[config.mk]
export PLATFORM = sky130hd
export DESIGN_NAME = muldiv_unit
export DESIGN_NICKNAME = d
export VERILOG_FILES = /design/src/rtl/muldiv_unit.sv
export SDC_FILE = /design/constraint.sdc
export NUM_CORES = 1
export LEC_CHECK = 0
export BUFFER_PORTS_ARGS = -buffer_cell sky130_fd_sc_hd__clkbuf_2
export CORE_MARGIN = 2
export CORE_UTILIZATION = 61
export CTS_CLUSTER_SIZE = 28
export DETAILED_ROUTE_END_ITERATION = 7
export PLACE_DENSITY = 0.81
export RECOVER_POWER = 50
export SETUP_SLACK_MARGIN = 0.1
export SYNTH_ARGS = -nofsm -noshare
export SYNTH_HDL_FRONTEND = slang
export SYNTH_SLANG_ARGS = --single-unit
[constraint.sdc]
create_clock -name clk_i -period 8.25 [get_ports clk_i]
set_input_delay 1.65 -clock clk_i [delete_from_list [all_inputs] [get_ports clk_i]]
set_output_delay 1.65 -clock clk_i [all_outputs]
set_load 0.02 [all_outputs]
[src/rtl/muldiv_unit.sv]
// rtl/muldiv_unit.sv - iterative RV32M multiply/divide unit for the EX stage
//
// Computes MUL/MULH/MULHSU/MULHU/DIV/DIVU/REM/REMU over 32 iterations, or in a
// single cycle for divide-by-zero and signed-overflow divides.
//
// Ports:
//   clk_i       clock, rising edge
//   rst_i       asynchronous active-high reset
//   start_i     M-instruction present in EX (sampled in IDLE only)
//   kill_i      synchronous abort, returns to IDLE on the next edge
//   funct3_i    operation select
//   rs1_data_i  operand A (multiplicand / dividend)
//   rs2_data_i  operand B (multiplier / divisor)
//   stall_o     hold request to hazard logic (combinational)
//   done_o      single-cycle result-valid pulse
//   result_o    result word, held until the next accepted start

module muldiv_unit (
    input  logic        clk_i,
    input  logic        rst_i,
    input  logic        start_i,
    input  logic        kill_i,
    input  logic [2:0]  funct3_i,
    input  logic [31:0] rs1_data_i,
    input  logic [31:0] rs2_data_i,
    output logic        stall_o,
    output logic        done_o,
    output logic [31:0] result_o
);

    typedef enum logic [1:0] {
        IDLE = 2'd0,
        CALC = 2'd1,
        DONE = 2'd2
    } state_t;

    state_t state, state_next;

    logic [4:0]  cnt;
    logic [2:0]  op;
    logic        neg;
    // hi: product high word / partial remainder
    // lo: multiplier (shifts out) + product low word / dividend (shifts out) + quotient
    // opa: multiplicand / divisor magnitude
    logic [31:0] hi;
    logic [31:0] lo;
    logic [31:0] opa;

    // ------------------------------------------------------------------
    // Operand decode at acceptance
    // ------------------------------------------------------------------
    logic        is_div_in;
    logic        a_signed_in, b_signed_in;
    logic        a_neg_in, b_neg_in;
    logic [31:0] a_mag_in, b_mag_in;
    logic        div_by_zero, div_ovf, fast;
    logic        neg_in;
    logic [31:0] fast_result;

    always_comb begin
        is_div_in   = funct3_i[2];
        a_signed_in = (funct3_i == 3'b001) || (funct3_i == 3'b010) ||
                      (funct3_i == 3'b100) || (funct3_i == 3'b110);
        b_signed_in = (funct3_i == 3'b001) || (funct3_i == 3'b100) ||
                      (funct3_i == 3'b110);
        a_neg_in    = a_signed_in && rs1_data_i[31];
        b_neg_in    = b_signed_in && rs2_data_i[31];
        // -0x80000000 wraps to 0x80000000, which is the correct unsigned magnitude
        a_mag_in    = a_neg_in ? (32'd0 - rs1_data_i) : rs1_data_i;
        b_mag_in    = b_neg_in ? (32'd0 - rs2_data_i) : rs2_data_i;

        div_by_zero = is_div_in && (rs2_data_i == 32'd0);
        div_ovf     = is_div_in && !funct3_i[0] &&
                      (rs1_data_i == 32'h8000_0000) && (rs2_data_i == 32'hFFFF_FFFF);
        fast        = div_by_zero || div_ovf;

        // Remainder follows the dividend sign; products and quotients use the xor
        if (is_div_in && funct3_i[1])
            neg_in = a_neg_in;
        else
            neg_in = a_neg_in ^ b_neg_in;

        if (div_by_zero)
            fast_result = funct3_i[1] ? rs1_data_i : 32'hFFFF_FFFF;
        else
            fast_result = funct3_i[1] ? 32'd0 : 32'h8000_0000;
    end

    // ------------------------------------------------------------------
    // One iteration of the datapath, evaluated from the current registers
    // ------------------------------------------------------------------
    logic [32:0] msum;
    logic [32:0] dshift, dtrial;
    logic        dge;
    logic [31:0] hi_n, lo_n;
    logic [63:0] prod, prod_s;
    logic [31:0] quot_s, rem_s;
    logic [31:0] calc_result;

    always_comb begin
        // shift-add: conditionally add multiplicand, then shift {carry,hi,lo} right
        msum   = {1'b0, hi} + (lo[0] ? {1'b0, opa} : 33'd0);

        // restoring division: shift in next dividend bit, trial-subtract divisor
        dshift = {hi, lo[31]};
        dtrial = dshift - {1'b0, opa};
        dge    = ~dtrial[32];

        if (op[2]) begin
            hi_n = dge ? dtrial[31:0] : dshift[31:0];
            lo_n = {lo[30:0], dge};
        end else begin
            hi_n = msum[32:1];
            lo_n = {msum[0], lo[31:1]};
        end

        prod   = {hi_n, lo_n};
        prod_s = neg ? (64'd0 - prod) : prod;
        quot_s = neg ? (32'd0 - lo_n) : lo_n;
        rem_s  = neg ? (32'd0 - hi_n) : hi_n;

        case (op)
            3'b000:                 calc_result = prod_s[31:0];
            3'b001, 3'b010, 3'b011: calc_result = prod_s[63:32];
            3'b100, 3'b101:         calc_result = quot_s;
            default:                calc_result = rem_s;
        endcase
    end

    // ------------------------------------------------------------------
    // Control FSM
    // ------------------------------------------------------------------
    logic accept;
    logic last_iter;

    always_comb begin
        state_next = state;
        accept     = (state == IDLE) && start_i && !kill_i;
        last_iter  = (state == CALC) && (cnt == 5'd31);
        stall_o    = accept || (state == CALC);

        if (kill_i) begin
            state_next = IDLE;
        end else begin
            case (state)
                IDLE:    if (start_i) state_next = fast ? DONE : CALC;
                CALC:    if (cnt == 5'd31) state_next = DONE;
                DONE:    state_next = IDLE;
                default: state_next = IDLE;
            endcase
        end
    end

    always_ff @(posedge clk_i or posedge rst_i) begin
        if (rst_i) begin
            state    <= IDLE;
            cnt      <= 5'd0;
            done_o   <= 1'b0;
            result_o <= 32'd0;
            op       <= 3'd0;
            neg      <= 1'b0;
            hi       <= 32'd0;
            lo       <= 32'd0;
            opa      <= 32'd0;
        end else begin
            state  <= state_next;
            done_o <= (state_next == DONE);

            if (accept) begin
                op  <= funct3_i;
                neg <= neg_in;
                hi  <= 32'd0;
                lo  <= is_div_in ? a_mag_in : b_mag_in;
                opa <= is_div_in ? b_mag_in : a_mag_in;
                cnt <= 5'd0;
                if (fast)
                    result_o <= fast_result;
            end else if ((state == CALC) && !kill_i) begin
                hi  <= hi_n;
                lo  <= lo_n;
                cnt <= cnt + 5'd1;
                if (last_iter)
                    result_o <= calc_result;
            end
        end
    end

endmodule

* Word-level counts from Yosys, hierarchy flattened *
Cells that the tools add are included.

storage, ports and cells
  flip-flop bits (word level) = 140

cells by class
  add/subtract/negate cells = 8
  equal/unequal tests = 15
  muxes and demuxes = 31
  bitwise gates (word level) = 2
  reductions and logical operators = 28

operator list
  cell                     count
  $mux W32                 21
  $sub A1 B32 Y32 const A  4
  $pmux W32 S3             1
  $eq A32 B32 Y1 const B   2
  $mux W64                 1
  $sub A1 B64 Y64 const A  1
  $add A32 B32 Y33         1
  $sub A33 B32 Y33         1
  $logic_not A32 Y1        1
  $eq A3 B3 Y1 const B     4
  $logic_and A1 B1 Y1      11
  $mux W5                  2
  $eq A3 B2 Y1 const B     3
  $mux W2                  4
  $logic_or A1 B1 Y1       7
  $eq A3 B1 Y1 const B     2
  $add A5 B1 Y5 const B    1
  $eq A5 B5 Y1 const B     1
  $pmux W2 S2              1
  $reduce_bool A2 Y1       2
  $logic_not A3 Y1         1
  $reduce_and A3 Y1        1
  $reduce_or A3 Y1         1
  $eq A2 B1 Y1 const B     1
  other kinds (8)          9

* Depth between registers and ports, before layout *
  depth in word-level cells = 10
  gate-level depth with buffers = 24
  gate-level depth less buffers = 24

* Worst setup path after synthesis *
No wires, ideal clock.

  kind = register to register
  from = register lo[31]
  to = register result_o[26]
  library setup time = 66 ps
  data arrival time = 5112 ps
  data required time = 8184 ps
  path slack = 3072 ps
  cell stages (with the launch flop) = 25
  buffers on the path = 0
  path through = dfrtp_1 inv_1 ha_1 inv_1 fa_1 a211oi_1 o211ai_2 a31oi_4 a2111oi_4 nor3_2 nor3_1 nor2_1 ha_1 o21ai_0 nor4_1 o21ai_0 nor2_1 nand2_1 nor2_1 nor2_1 nand2_1 nand2_1 or4_1 a31oi_1 a22o_1

on the way
  word-level cells in the longest chain between the ends = 9
  elaborated cells between the ends (all ways) = 15

RTL lines
  item                                     RTL line  source
  from (decl)                              46        logic [31:0] lo;
  from (signal assigned)                   173       lo <= is_div_in ? a_mag_in : b_mag_in;
  from (signal assigned)                   180       lo <= lo_n;
  $sub A33 B32 Y33                         106       dtrial = dshift - {1'b0, opa};
  $mux W32 or $not A1 Y1 (tied branches)   110, 107
  $mux W32                                 109       if (op[2]) begin
  $sub A1 B64 Y64 (tied with other cells)  118       prod_s = neg ? (64'd0 - prod) : prod;
  $mux W64 (tied with other cells)         118
  $pmux W32 S3 (*)                         122       case (op)
  $mux W32 (*)                             182       if (last_iter)
  $mux W32 (*)                             178       end else if ((state == CALC) && !kill_i) begin
  $mux W32 (*)                             169       if (accept) begin
  to (signal assigned)                     177       result_o <= fast_result;
  to (signal assigned)                     183       result_o <= calc_result;
  to (decl)                                28        output logic [31:0] result_o

Mark *: on every way between the ends. The rest lies on a longest branch, timed or not. The select of a mux whose other input is x is not followed.
A chain may end at the register's enable or synchronous reset.

* Final worst setup path *
  from = input port funct3_i[2]
  to = register opa[13]

on the way
  word-level cells in the longest chain between the ends = 7
  elaborated cells between the ends (all ways) = 14

RTL lines
  item                                          RTL line  source
  from (decl)                                   23        input logic [2:0] funct3_i,
  $eq A3 B1 Y1 or $eq A3 B2 Y1 (tied branches)  62, 64
  $logic_or A1 B1 Y1 (2 in series)              62        a_signed_in = (funct3_i == 3'b001) || (funct3_i == 3'b010) ||
  $logic_or A1 B1 Y1                            63        (funct3_i == 3'b100) || (funct3_i == 3'b110);
  $logic_and A1 B1 Y1                           66        a_neg_in = a_signed_in && rs1_data_i[31];
  $mux W32                                      69        a_mag_in = a_neg_in ? (32'd0 - rs1_data_i) : rs1_data_i;
  $mux W32 (*)                                  174       opa <= is_div_in ? b_mag_in : a_mag_in;
  to (signal assigned)                          174
  to (decl)                                     47        logic [31:0] opa;

Mark *: on every way between the ends. The rest lies on a longest branch, timed or not.

==> results_dict.tcl <==
set metrics [dict create \
    outcome "finished with violations" \
    violations "design-rule violations, max-capacitance violations, max-slew violations" \
    ys_seq_elements 140 \
    wl_um 62900 \
    die-area_um2 27100 \
    finalCritPeriodShare 0.871 \
    cts_buffer_depth 2 \
    synth.avg_cell_area_um2 7.19 \
    cts_max_level 4 \
    syn-num-nets 2331 \
    reg2regPathDepth 24 \
    io_buffers 104 \
    crit_fanout 110 \
    numCtsBuffers 17 \
    path_cells "buf_4 -> clkbuf_1 -> mux2i_1 -> nor2_1 -> o21ai_0 -> xnor2_1 -> nand2_1 -> o21ai_0 -> nand2_1 -> o21ai_0" \
    yosys.area.top_type "dfrtp_1" \
    worst_path_max_delay_cell "clkbuf_1" \
    ctsResizeCount 0 \
    cp_top_family "buffers and inverters" \
    tightest_slew_ns 4.10 \
    drt_first_iter_violations 2340 \
    first_pass_iters 8 \
    syn2layout_area_growth_pct 7.22 \
    dp_hpwl_um 48000 \
    ys_warn_count 0 \
    r2r_start "lo[31]$_DFFE_PP0P_" \
    cts_setup_buffers 0 \
    holdPathStages 2 \
    cts_tree "done" \
    synth_enable_flop_cells 0 \
    grt_remaining_overflow 0 \
    syn-cell-area_um2 15700 \
    cp-start-kind "primary input" \
    crit_path_start "funct3_i[2]" \
    p_leak_nw 6.94 \
    slew_headroom -1.74 \
    grtUsageTotal 0.463 \
    yosys-top-cells-area "dfrtp_1 (22%), o21ai_0 (7.0%), a21oi_1 (7.0%)" \
    worst_hold_slack_ns 0.491 \
    core_area_um2 25300 \
    synth_ff_type "dfrtp_1" \
    antenna_left 0 \
    cts.sinks 140 \
    finalSetupViolCount 0 \
    grt_max_degree 111 \
    start_util 0.623 \
    cp.arrival_ns 7.34 \
    via_per_inst 6.97 \
    hp-start "result_o[3]$_DFFE_PP0P_" \
    clk_pin_slew_ns 0.07 \
    die_h_um 165 \
    ios 105 \
    place_area_um2 16300 \
    grt_pass1_vias 15972 \
    hold_viol_final 0 \
    fin_nets 2337 \
    critPathMaxStageDelay_ns 2.79 \
    clock_latency_ns 0.45 \
    drc 17 \
    cpMostUsedCell "o21ai_0" \
    rsz0062_at_grt "no" \
    antenna_found_initial 2 \
    gp_congestion 1.06 \
    synth_common_cells "nand2_1 (265), o21ai_0 (221), a21oi_1 (219), nor2_1 (196), dfrtp_1 (140)" \
    drive_gt1_frac 0.0744 \
    drv_slew 348 \
    async_flop_share 1.00 \
    synth.distinct_cells 90 \
    vias 17679 \
    grt_first_pass_wirelength_um 93800 \
    fin_util 0.668 \
    critPathKind "in2reg" \
    power.density_nw_per_um2 377 \
    seq_area_frac_synth 0.223 \
    yosys.area.top_type_share 0.223 \
    cap_violations 4 \
    worstSetupPathDepth 10 \
    p_total_mw 6.36 \
    wl_per_cell_um 24.8 \
    cts_hold_buf 0 \
    cts-root-buf "clkbuf_16" \
    finalSetupTns_ns 0 \
    worstPathRequired_ns 8.40 \
    netlist_instances 2187 \
    max_freq_ghz 0.139 \
    postLayoutCellArea_um2 16900 \
    skew_ns 0.0139 \
    critPathCaptureType "flop" \
    fp-row-count 58 \
    die_x_um 165 \
    crit_buf_inv 2 \
    ir_worst_vdd_v 0.000169 \
    worstHoldPathType "reg2reg" \
    post-synth-top-count-cell "nand2_1" \
    period_minus_slack_ns 7.19 \
]
-- per-layer routing --
metal	up-vias	part of all wire	GRT usage	wire (um)
li1	8000	-	-	-
met4	4	0.085	0.320	5310
met1	8229	0.37	0.575	23200
met2	1135	0.43	0.697	26800
met5	-	0.00029	0	18
met3	311	0.12	0.127	7540
-- where the power goes --
part,internal (mW),switching (mW),leakage [nW]
sequential,0.910,0.313,1.79
clock,0.482,0.366,0.286
combinational,1.43,2.86,4.86
-- worst reg2reg max path, cell delays in order (launching register included) --
cell       delay (ns)
dfrtp_1          0.43
inv_1            0.15
ha_1             0.19
inv_1            0.06
fa_1             0.43
a211oi_1         0.34
o211ai_2         0.20
a31oi_4          0.34
a2111oi_4        0.16
nor3_2           0.50
nor3_1           0.34
nor2_1           0.26
ha_1             0.21
o21ai_0          0.13
nor4_1           0.35
o21ai_0          0.27
nor2_1           0.39
nand2_1          0.17
nor2_1           0.49
nor2_1           0.29
nand2_1          0.21
nand2_1          0.16
or4_1            0.45
a31oi_1          0.22
a22o_1           0.15
-- stage by stage --
step                      setup slack [ns]  std cells
after detailed placement              1.63       2503
after global routing                 0.397       2535
after floorplan                       2.85       2187
final                                 1.06       2536
after CTS                             1.52       2534
after global placement                1.86       2503
-- worst paths after layout --
check / endpoint / slack (ns)
hold reg to reg: result_o[3]$_DFFE_PP0P_ / 0.49
min in group asynchronous: opa[3]$_DFFE_PP0P_ / 2.17
setup / recovery: opa[13]$_DFFE_PP0P_ / 1.06
setup reg to reg: result_o[26]$_DFFE_PP0P_ / 1.29
hold / removal: result_o[3]$_DFFE_PP0P_ / 0.49
max in group asynchronous: neg$_DFFE_PP0P_ / 2.98
-- cell families after synthesis --
kind of cell	share of synthesized area
AO/OA/AOI/OAI	0.315
XOR/XNOR	0.0880
AND/OR/NAND/NOR	0.227
buffers and inverters	0.0566
flip-flops	0.223
adder cells (fa/ha/maj)	0.0590
multiplexers	0.0315
-- area by class of cell --
cell class | instances | area (um^2)
clock buffers | 17 | 425
multi-input cells | 1818 | 11300
inverters | 86 | 324
diodes | 1 | 2.50
flip-flops and latches | 140 | 3510
repair buffers | 130 | 664
clock inverters | 14 | 184
fillers | 2265 | 8390
well taps | 330 | 413
-- state kept, by name (all words and copies together), names as in the netlist --
name and cells:
op 3, state 2, hi 32, lo 32, opa 32, neg 1, cnt 5, result_o 32
done_o 1
-- cells in the final DEF (no fill, tap or decap), drive strengths merged, types with 18 or more instances in the layout --
cell,count
dfrtp,140
nor2,197
o31ai,21
clkbuf,124
nand3,41
a211oi,30
xor2,73
a21o,20
inv,92
a21oi,220
buf,23
nand2,266
nor2b,23
xnor2,85
ha,71
a31oi,21
o21ai,227
a22o,18
nand2b,19
mux2i,45
nor3,65
nand4,33
and2,41
o211ai,60
No activity file was read; power rests on OpenSTA's default activity.
